<file path="config.mk">
export PLATFORM = sky130hd
export DESIGN_NAME = pixel_fetcher
export DESIGN_NICKNAME = d
export VERILOG_FILES = /design/src/rtl/pixel_fetcher.sv
export SDC_FILE = /design/constraint.sdc
export NUM_CORES = 1
export LEC_CHECK = 0
export CORE_ASPECT_RATIO = 0.6
export CORE_MARGIN = 2
export CORE_UTILIZATION = 35
export DETAILED_ROUTE_END_ITERATION = 12
export PLACE_DENSITY = 0.52
export SETUP_SLACK_MARGIN = 0.3
export SKIP_CTS_REPAIR_TIMING = 1
export SYNTH_ARGS = -nofsm -noshare
export SYNTH_HDL_FRONTEND = slang
export SYNTH_SLANG_ARGS = --single-unit
export TNS_END_PERCENT = 5
</file>
<file path="constraint.sdc">
create_clock -name vgaClk -period 4 [get_ports vgaClk]
set_clock_uncertainty 0.1 [all_clocks]
set_input_delay 0.8 -clock vgaClk [delete_from_list [all_inputs] [get_ports vgaClk]]
set_output_delay 0.8 -clock vgaClk [all_outputs]
set_load 0.02 [all_outputs]
</file>
<file path="src/rtl/pixel_fetcher.sv">
// -----------------------------------------------------------------------------
// pixel_fetcher
//   Prefetches one frame of palette indices from framebuffer memory into a
//   small FIFO. Each cycle with videoOnIn=1 it pops one index into color_index.
//   Requests are credit-limited, so every request issued already has a FIFO
//   slot reserved for its response.
//
// Ports
//   vgaClk          sole clock (rising edge)
//   rst             asynchronous, active-high reset
//   frameStart      one-cycle pulse per frame; restarts fetching at BASE_ADDR
//   videoOnIn       active-area flag from the timing generator
//   memReq/memAddr  read request and word address to framebuffer memory
//   memGnt          request accepted this cycle
//   memValid/memData in-order read response (palette index)
//   videoOn         videoOnIn delayed one cycle, aligned to color_index
//   color_index     palette index for the palette-lookup stage
//   underflow       sticky; FIFO was empty while videoOnIn=1
//   underflowCount  (only with PIXEL_FETCHER_UFLOW_CNT_EN) saturating count
//                   of underflow cycles
//
// Build option: define PIXEL_FETCHER_UFLOW_CNT_EN to add underflowCount.
// -----------------------------------------------------------------------------
module pixel_fetcher #(
   parameter int unsigned BASE_ADDR    = 0,
   parameter int unsigned FRAME_PIXELS = 307200,
   parameter int unsigned ADDR_W       = 19,
   parameter int unsigned FIFO_DEPTH   = 16
) (
   input  logic              vgaClk,
   input  logic              rst,
   input  logic              frameStart,
   input  logic              videoOnIn,
   output logic              memReq,
   output logic [ADDR_W-1:0] memAddr,
   input  logic              memGnt,
   input  logic              memValid,
   input  logic [7:0]        memData,
   output logic              videoOn,
   output logic [7:0]        color_index,
   output logic              underflow
`ifdef PIXEL_FETCHER_UFLOW_CNT_EN
   ,
   output logic [15:0]       underflowCount
`endif
);

   localparam int unsigned PTR_W = $clog2(FIFO_DEPTH);
   localparam int unsigned CNT_W = PTR_W + 1;
   localparam int unsigned SUM_W = CNT_W + 1;
   localparam logic [ADDR_W-1:0] FIRST_ADDR = ADDR_W'(BASE_ADDR);
   localparam logic [ADDR_W-1:0] LAST_ADDR  = ADDR_W'(BASE_ADDR + FRAME_PIXELS - 1);

   typedef enum logic [1:0] {S_IDLE, S_FETCH, S_DONE} state_t;

   state_t            r_state;
   state_t            w_state_next;

   logic [7:0]        r_fifo [FIFO_DEPTH];
   logic [PTR_W-1:0]  r_wr_ptr;
   logic [PTR_W-1:0]  r_rd_ptr;
   logic [CNT_W-1:0]  r_count;
   logic [CNT_W-1:0]  r_outstanding;
   logic [CNT_W-1:0]  r_discard;
   logic [ADDR_W-1:0] r_addr;
   logic              r_video_on;
   logic [7:0]        r_color;
   logic              r_underflow;

   logic              w_req;
   logic              w_gnt;
   logic              w_empty;
   logic              w_drop;
   logic              w_push;
   logic              w_pop;
   logic [SUM_W-1:0]  w_credit_sum;
   logic [SUM_W-1:0]  w_discard_load;

   // Stale responses still awaiting discard hold FIFO credit, so they are
   // part of the sum alongside live entries and live outstanding requests.
   assign w_credit_sum = SUM_W'(r_count) + SUM_W'(r_outstanding) + SUM_W'(r_discard);
   assign w_empty      = (r_count == '0);
   assign w_gnt        = w_req & memGnt;
   assign w_drop       = memValid & (r_discard != '0);
   assign w_push       = memValid & ~w_drop & ~frameStart;
   assign w_pop        = videoOnIn & ~w_empty;

   // On frameStart every in-flight response becomes stale, including one
   // granted this cycle; a response arriving this same cycle is retired
   // against that total rather than pushed.
   assign w_discard_load = SUM_W'(r_discard) + SUM_W'(r_outstanding)
                         + SUM_W'(w_gnt) - SUM_W'(memValid);

   always_ff @(posedge vgaClk or posedge rst) begin
      if (rst) r_state <= S_IDLE;
      else     r_state <= w_state_next;
   end

   always_comb begin
      w_state_next = r_state;
      w_req        = 1'b0;
      unique case (r_state)
         S_IDLE:  ;
         S_FETCH: begin
            w_req = (w_credit_sum < SUM_W'(FIFO_DEPTH));
            if (w_req && memGnt && (r_addr == LAST_ADDR)) w_state_next = S_DONE;
         end
         S_DONE:  ;
         default: w_state_next = S_IDLE;
      endcase
      if (frameStart) w_state_next = S_FETCH;
   end

   always_ff @(posedge vgaClk or posedge rst) begin
      if (rst) begin
         r_addr        <= FIRST_ADDR;
         r_wr_ptr      <= '0;
         r_rd_ptr      <= '0;
         r_count       <= '0;
         r_outstanding <= '0;
         r_discard     <= '0;
         r_video_on    <= 1'b0;
         r_color       <= '0;
         r_underflow   <= 1'b0;
      end else begin
         r_video_on <= videoOnIn;
         r_color    <= w_pop ? r_fifo[r_rd_ptr] : '0;
         if (frameStart) begin
            r_addr        <= FIRST_ADDR;
            r_wr_ptr      <= '0;
            r_rd_ptr      <= '0;
            r_count       <= '0;
            r_outstanding <= '0;
            r_discard     <= CNT_W'(w_discard_load);
            r_underflow   <= 1'b0;
         end else begin
            if (w_gnt)  r_addr   <= r_addr + ADDR_W'(1);
            if (w_push) r_wr_ptr <= r_wr_ptr + PTR_W'(1);
            if (w_pop)  r_rd_ptr <= r_rd_ptr + PTR_W'(1);
            unique case ({w_push, w_pop})
               2'b10:   r_count <= r_count + CNT_W'(1);
               2'b01:   r_count <= r_count - CNT_W'(1);
               default: r_count <= r_count;
            endcase
            unique case ({w_gnt, w_push})
               2'b10:   r_outstanding <= r_outstanding + CNT_W'(1);
               2'b01:   r_outstanding <= r_outstanding - CNT_W'(1);
               default: r_outstanding <= r_outstanding;
            endcase
            if (w_drop) r_discard <= r_discard - CNT_W'(1);
            if (videoOnIn && w_empty) r_underflow <= 1'b1;
         end
      end
   end

   // FIFO storage carries no reset; validity is tracked by the pointers.
   always_ff @(posedge vgaClk) begin
      if (w_push) r_fifo[r_wr_ptr] <= memData;
   end

`ifdef PIXEL_FETCHER_UFLOW_CNT_EN
   logic [15:0] r_uflow_cnt;

   always_ff @(posedge vgaClk or posedge rst) begin
      if (rst)                                              r_uflow_cnt <= '0;
      else if (frameStart)                                  r_uflow_cnt <= '0;
      else if (videoOnIn && w_empty && (r_uflow_cnt != '1)) r_uflow_cnt <= r_uflow_cnt + 16'd1;
   end

   assign underflowCount = r_uflow_cnt;
`endif

   assign memReq      = w_req;
   assign memAddr     = r_addr;
   assign videoOn     = r_video_on;
   assign color_index = r_color;
   assign underflow   = r_underflow;

endmodule

</file>
Word level (Yosys, flattened, before mapping). Memories as Yosys holds them, arrays and structs flattened. Cells that the tools add are included.

Output and inout port bits: 30. Bits of input ports: 14. Memories: 1. Bits in registers: 54. Memory bits (read-only): 0. Bits in latches: 0. Memory bits (writable): 128. Word-level logic and storage cells: 78.

Equality and inequality tests: 9. $lt $le $gt $ge: 1. Reductions and logical operators: 15. Muxes and demuxes: 21. Shifts and indexed selects: 0. Add/sub/neg operators: 13. Div/mod/pow operators: 0. Bitwise gates (word level): 8. Multipliers: 0.

Memory list: r_fifo (depth 16, bits a word 8, rd ports 1, clocked after memory_dff 0, write ports 1, line 59) `logic [7:0] r_fifo [FIFO_DEPTH];`.

Operators by type and width (count): 19-bit 2-to-1 mux (2); 5-bit 2-to-1 mux (4); 5-bit one-hot mux with 2 select lines (2); 19-bit by 1-bit adder with 19-bit output, second input constant (1); 19-bit equality test, second input constant (1); 4-bit 2-to-1 mux (4); 5-bit by 1-bit subtractor with 5-bit output, second input constant (3); 5-bit by 1-bit adder with 5-bit output, second input constant (2); 2-bit nonzero test (5); 4-bit by 1-bit adder with 4-bit output, second input constant (2); 8-bit 2-to-1 mux (1); 5-bit by 5-bit adder with 6-bit output (1); 6-bit by 5-bit adder with 6-bit output (1); 2-bit by 1-bit equality test with 1-bit output, second input constant (3); 2-bit equality test, second input constant (3); 6-bit by 5-bit < comparator with 1-bit output, second input constant (1); 3-bit nonzero test (2); 5-bit by 1-bit adder with 5-bit output (1); 5-bit adder (1); 1-bit bitwise AND (5); 5-bit logical NOT (1); 1-bit 2-to-1 mux (5); 5-bit nonzero test (1); 5-bit by 1-bit subtractor with 5-bit output (1); 9 further kinds (14).

Depth between registers and ports, before layout.
Depth in word-level cells: 8. Gate-level depth with buffers: 19. Depth with buffers taken out: 16.

Least setup slack after synthesis. Ideal clock, no wire load.

Kind: reg-to-reg. From: reg r_count[3]. To: reg r_discard[4]. Buffers on the path: 3. Library setup time: 0.126 ns. Setup slack: 0.209 ns. Cell stages (with the launch flop): 18. Required time: 3.774 ns. Arrival: 3.565 ns. Clock period less this slack: 3.791 ns. Cells stage by stage: dfrtp_1 fa_1 ha_1 a21oi_2 o21a_1 buf_4 mux2i_1 buf_2 buf_4 inv_1 fa_1 inv_1 fa_1 inv_1 a21o_1 a21oi_1 xnor2_1 o22ai_1.

Cells in the longest elaborated chain, start to end: 8.

Ends and longest elaborated chain: from (decl) (line 62) `logic [CNT_W-1:0] r_count;`; from (signal assigned) (line 141) `2'b10: r_count <= r_count + CNT_W'(1);`; from (signal assigned) (line 142) `2'b01: r_count <= r_count - CNT_W'(1);`; from (signal assigned) (line 143) `default: r_count <= r_count;`; 5-bit by 5-bit adder with 6-bit output (line 81) `assign w_credit_sum = SUM_W'(r_count) + SUM_W'(r_outstanding) + SUM_W'(r_discard);`; 6-bit by 5-bit adder with 6-bit output (line 81); 6-bit by 5-bit < comparator with 1-bit output (line 105) `w_req = (w_credit_sum < SUM_W'(FIFO_DEPTH));`; 1-bit 2-to-1 mux (line 102) `unique case (r_state)`; 1-bit bitwise AND (line 83) `assign w_gnt = w_req & memGnt;`; 5-bit by 1-bit adder with 5-bit output (line 92) `+ SUM_W'(w_gnt) - SUM_W'(memValid);`; 5-bit by 1-bit subtractor with 5-bit output (line 92); 5-bit 2-to-1 mux (line 128) `if (frameStart) begin`; to (signal assigned) (line 134) `r_discard <= CNT_W'(w_discard_load);`; to (signal assigned) (line 150) `if (w_drop) r_discard <= r_discard - CNT_W'(1);`; to (decl) (line 64) `logic [CNT_W-1:0] r_discard;`.

Every way passes these cells. A chain may end at the register's enable or synchronous reset.

Worst setup path in the final report.
From: reg r_outstanding[3]. To: out memReq.

Cells in the longest elaborated chain, start to end: 4.

Ends and longest elaborated chain: from (decl) (line 63) `logic [CNT_W-1:0] r_outstanding;`; from (signal assigned) (line 146) `2'b10: r_outstanding <= r_outstanding + CNT_W'(1);`; from (signal assigned) (line 147) `2'b01: r_outstanding <= r_outstanding - CNT_W'(1);`; from (signal assigned) (line 148) `default: r_outstanding <= r_outstanding;`; 5-bit by 5-bit adder with 6-bit output (line 81); 6-bit by 5-bit adder with 6-bit output (line 81); 6-bit by 5-bit < comparator with 1-bit output (line 105); 1-bit 2-to-1 mux (line 102); to (decl) (line 34) `output logic memReq,`.

Every way passes these cells.

==> results.yml <==
cts:
  htree_levels: 4
  clock_sinks: 182
  cts_tree: "built"
  numCtsBuffers: 17
  cts_buffer_depth: 2
  cts-root-buf: "clkbuf_16"
  clock_latency_ns: 0.43
  clkTransAtPathRegs_ns: 0.07
drt:
  via_per_inst: 5.22
  drt-total-wl_mm: 19.2
  drc: 0
  dr.pass1.iters: 5
  wl_per_cell_um: 20.1
  ant_nets: 0
  drt_iter0_markers: 376
  vias: 4972
synthesis:
  synth_edf_count: 128
  synth_top_cell_by_area: "edfxtp_1"
  yosysSeqAreaShare_pct: 62.1
  postSynth.asyncResetShare_pct: 29.7
  syn_area_per_cell_um2: 14.9
  synth_cells: 562
  synth_top_area_share_pct: 45.9
  synth_area_leaders: "edfxtp_1 (46%), dfrtp_1 (16%), mux4_2 (11%)"
  synth_commonest_cells: "edfxtp_1 (128), dfrtp_1 (54), nor2_1 (45)"
  synth_cell_types: 53
  netlist_area_um2: 8370
  synth_most_common_cell: "edfxtp_1"
  yosysWarnings: 0
  synthFlopType: "edfxtp_1"
  syn_nets: 608
  ys_ff_latch: 182
global_routing:
  grt_pass1_wl_mm: 29.4
  antenna_found_initial: 1
  grt.total_usage_pct: 16.1
  grt_pass1_vias: 4869
  gr-total-overflow: 0
  grt_max_degree: 35
power:
  combPwrFrac_pct: 33.3
  seqPwrFrac_pct: 38.6
  power_mw: 5.95
  ir_drop_uv: 302
  power_frac_clock_pct: 28.1
  p_int_mw: 3.96
  p_sw_share_pct: 33.3
  p_leak_nw: 3.52
  pwr_density_cell_nw_per_um2: 602
  p_sw_mw: 1.98
floorplanning:
  core_um2: 23300
  die-area_um2: 25200
  pin_count: 44
  die_w_um: 204
  start_util_pct: 35.9
  row_count: 43
  fp.dieH_um: 124
sta:
  fmax_mhz: 282
  setup_violations: 0
  relSlewSlack_pct: 19.1
  fin_ws_ns: 0.457
  hold_viol: 0
  fin_crit_ns: 3.54
  fin_tns_setup_ns: 0
  post-route-period-util_pct: 88.6
  slew_viol_final: 0
  rsz0062_at_grt: "yes"
  worst_slew_pin_slew_ns: 1.21
  whs_ns: 0.417
finish:
  instances_no_fill: 953
  area_growth_pct: 18.1
  layout.nets: 671
  antenna_cells: 0
  drive_above_1_share_pct: 18.3
  fillers: 2094
setup_path:
  critPathKind: "reg -> out"
  cp_data_arrival_time_ns: 2.64
  worstSetupStartpointType: "flip-flop"
  path_max_fanout: 5
  endpoint_kind: "output port"
  cp_data_required_time_ns: 3.10
place:
  dp_hpwl_mm: 13.3
  place_ws_ns: 0.186
  placedCellCount: 917
  portBuffers: 43
  routabilityCongestion: 0.801
job:
  maxCapViolCount: 0
worst_hold_path:
  hold_path_class: "reg -> reg"
outcome:
  status: "finished clean"
cell type report:
| class | count | area (um2) | share of cell area, % |
|---|---|---|---|
| flip-flops and latches | 182 | 5200 | 52.6 |
| multi-input cells | 328 | 2990 | 30.2 |
| clock buffers | 17 | 425 | 4.30 |
| clock inverters | 15 | 163 | 1.65 |
| inverters | 30 | 113 | 1.14 |
| well taps | 315 | 394 | 3.99 |
| repair buffers | 66 | 601 | 6.08 |
power groups by stage:
stage	logic [mW]	registers (mW)	clock network (mW)
after CTS	1.94	2.29	1.72
after global placement	1.90	2.33	0
after floorplan	1.43	2.30	0
final	1.98	2.29	1.67
after detailed placement	1.92	2.33	0
after global routing	2.20	2.31	1.80
worst max-delay path, stage by stage (launching register included):
cell and delay, ns:
dfrtp_2 0.44, fa_1 0.46, ha_1 0.33, nand3b_1 0.15, o21a_4 0.26, o211ai_1 0.19, and2_1 0.15, dlymetal6s2s_1 0.22
layer usage:
metal  wire, um  track usage [%]  up-vias
met2       7820             21.9      145
met1       9830             24.6     2552
met3       1350             5.02       16
met5          0                0        -
li1           -                -     2259
met4        151             4.11        0
layout by cell type, fill, tap and decap left out, types with 17 or more instances in the layout:
master | synthesis | routed
a21oi_1 | 26 | 26
buf_4 | 2 | 23
clkbuf_16 | 0 | 17
clkdlybuf4s50_1 | 0 | 41
dfrtp_1 | 54 | 51
edfxtp_1 | 128 | 128
ha_1 | 24 | 24
inv_1 | 29 | 28
mux4_2 | 40 | 40
nand2_1 | 21 | 21
nor2_1 | 45 | 44
registers in the layout, summed over array words and instances, names as in the netlist:
register	count
r_wr_ptr	4
memAddr	19
underflow	1
r_rd_ptr	4
r_fifo	128
r_outstanding	5
color_index	8
videoOn	1
r_count	5
r_state	2
r_discard	5
through the flow:
| stage | utilization (%) | cell area (um2) |
|---|---|---|
| 2_1_floorplan | - | 8390 |
| 4_1_cts | 42.2 | 9840 |
| 5_1_grt | 42.4 | 9880 |
| 6_report | 42.4 | 9880 |
| 3_5_place_dp | 39.7 | 9250 |
| 3_3_place_gp | 39.7 | 9250 |
cells by family after synthesis:
| family | share of synthesized area (%) |
|---|---|
| buf+inv | 2.51 |
| flops | 62.1 |
| compound gates | 5.56 |
| simple gates | 9.52 |
| xor+xnor | 2.20 |
| fa+ha+maj | 5.50 |
| mux | 12.7 |
path summary, 6_finish.rpt:
| check | startpoint | to | slack (ns) | depth (start not counted) |
|---|---|---|---|---|
| worst max-delay path | r_outstanding[3] | memReq | 0.46 | 7 |
| worst min-delay path | underflow | underflow | 0.42 | 2 |
| worst max register to register | r_outstanding[3] | r_discard[4] | 0.48 | 14 |
| worst min register to register | underflow | underflow | 0.42 | 2 |
| max in group asynchronous | rst | r_outstanding[3] | 2.23 | 3 |
| min in group asynchronous | rst | color_index[1] | 0.74 | 2 |
Power figures use the tool's default switching activity.
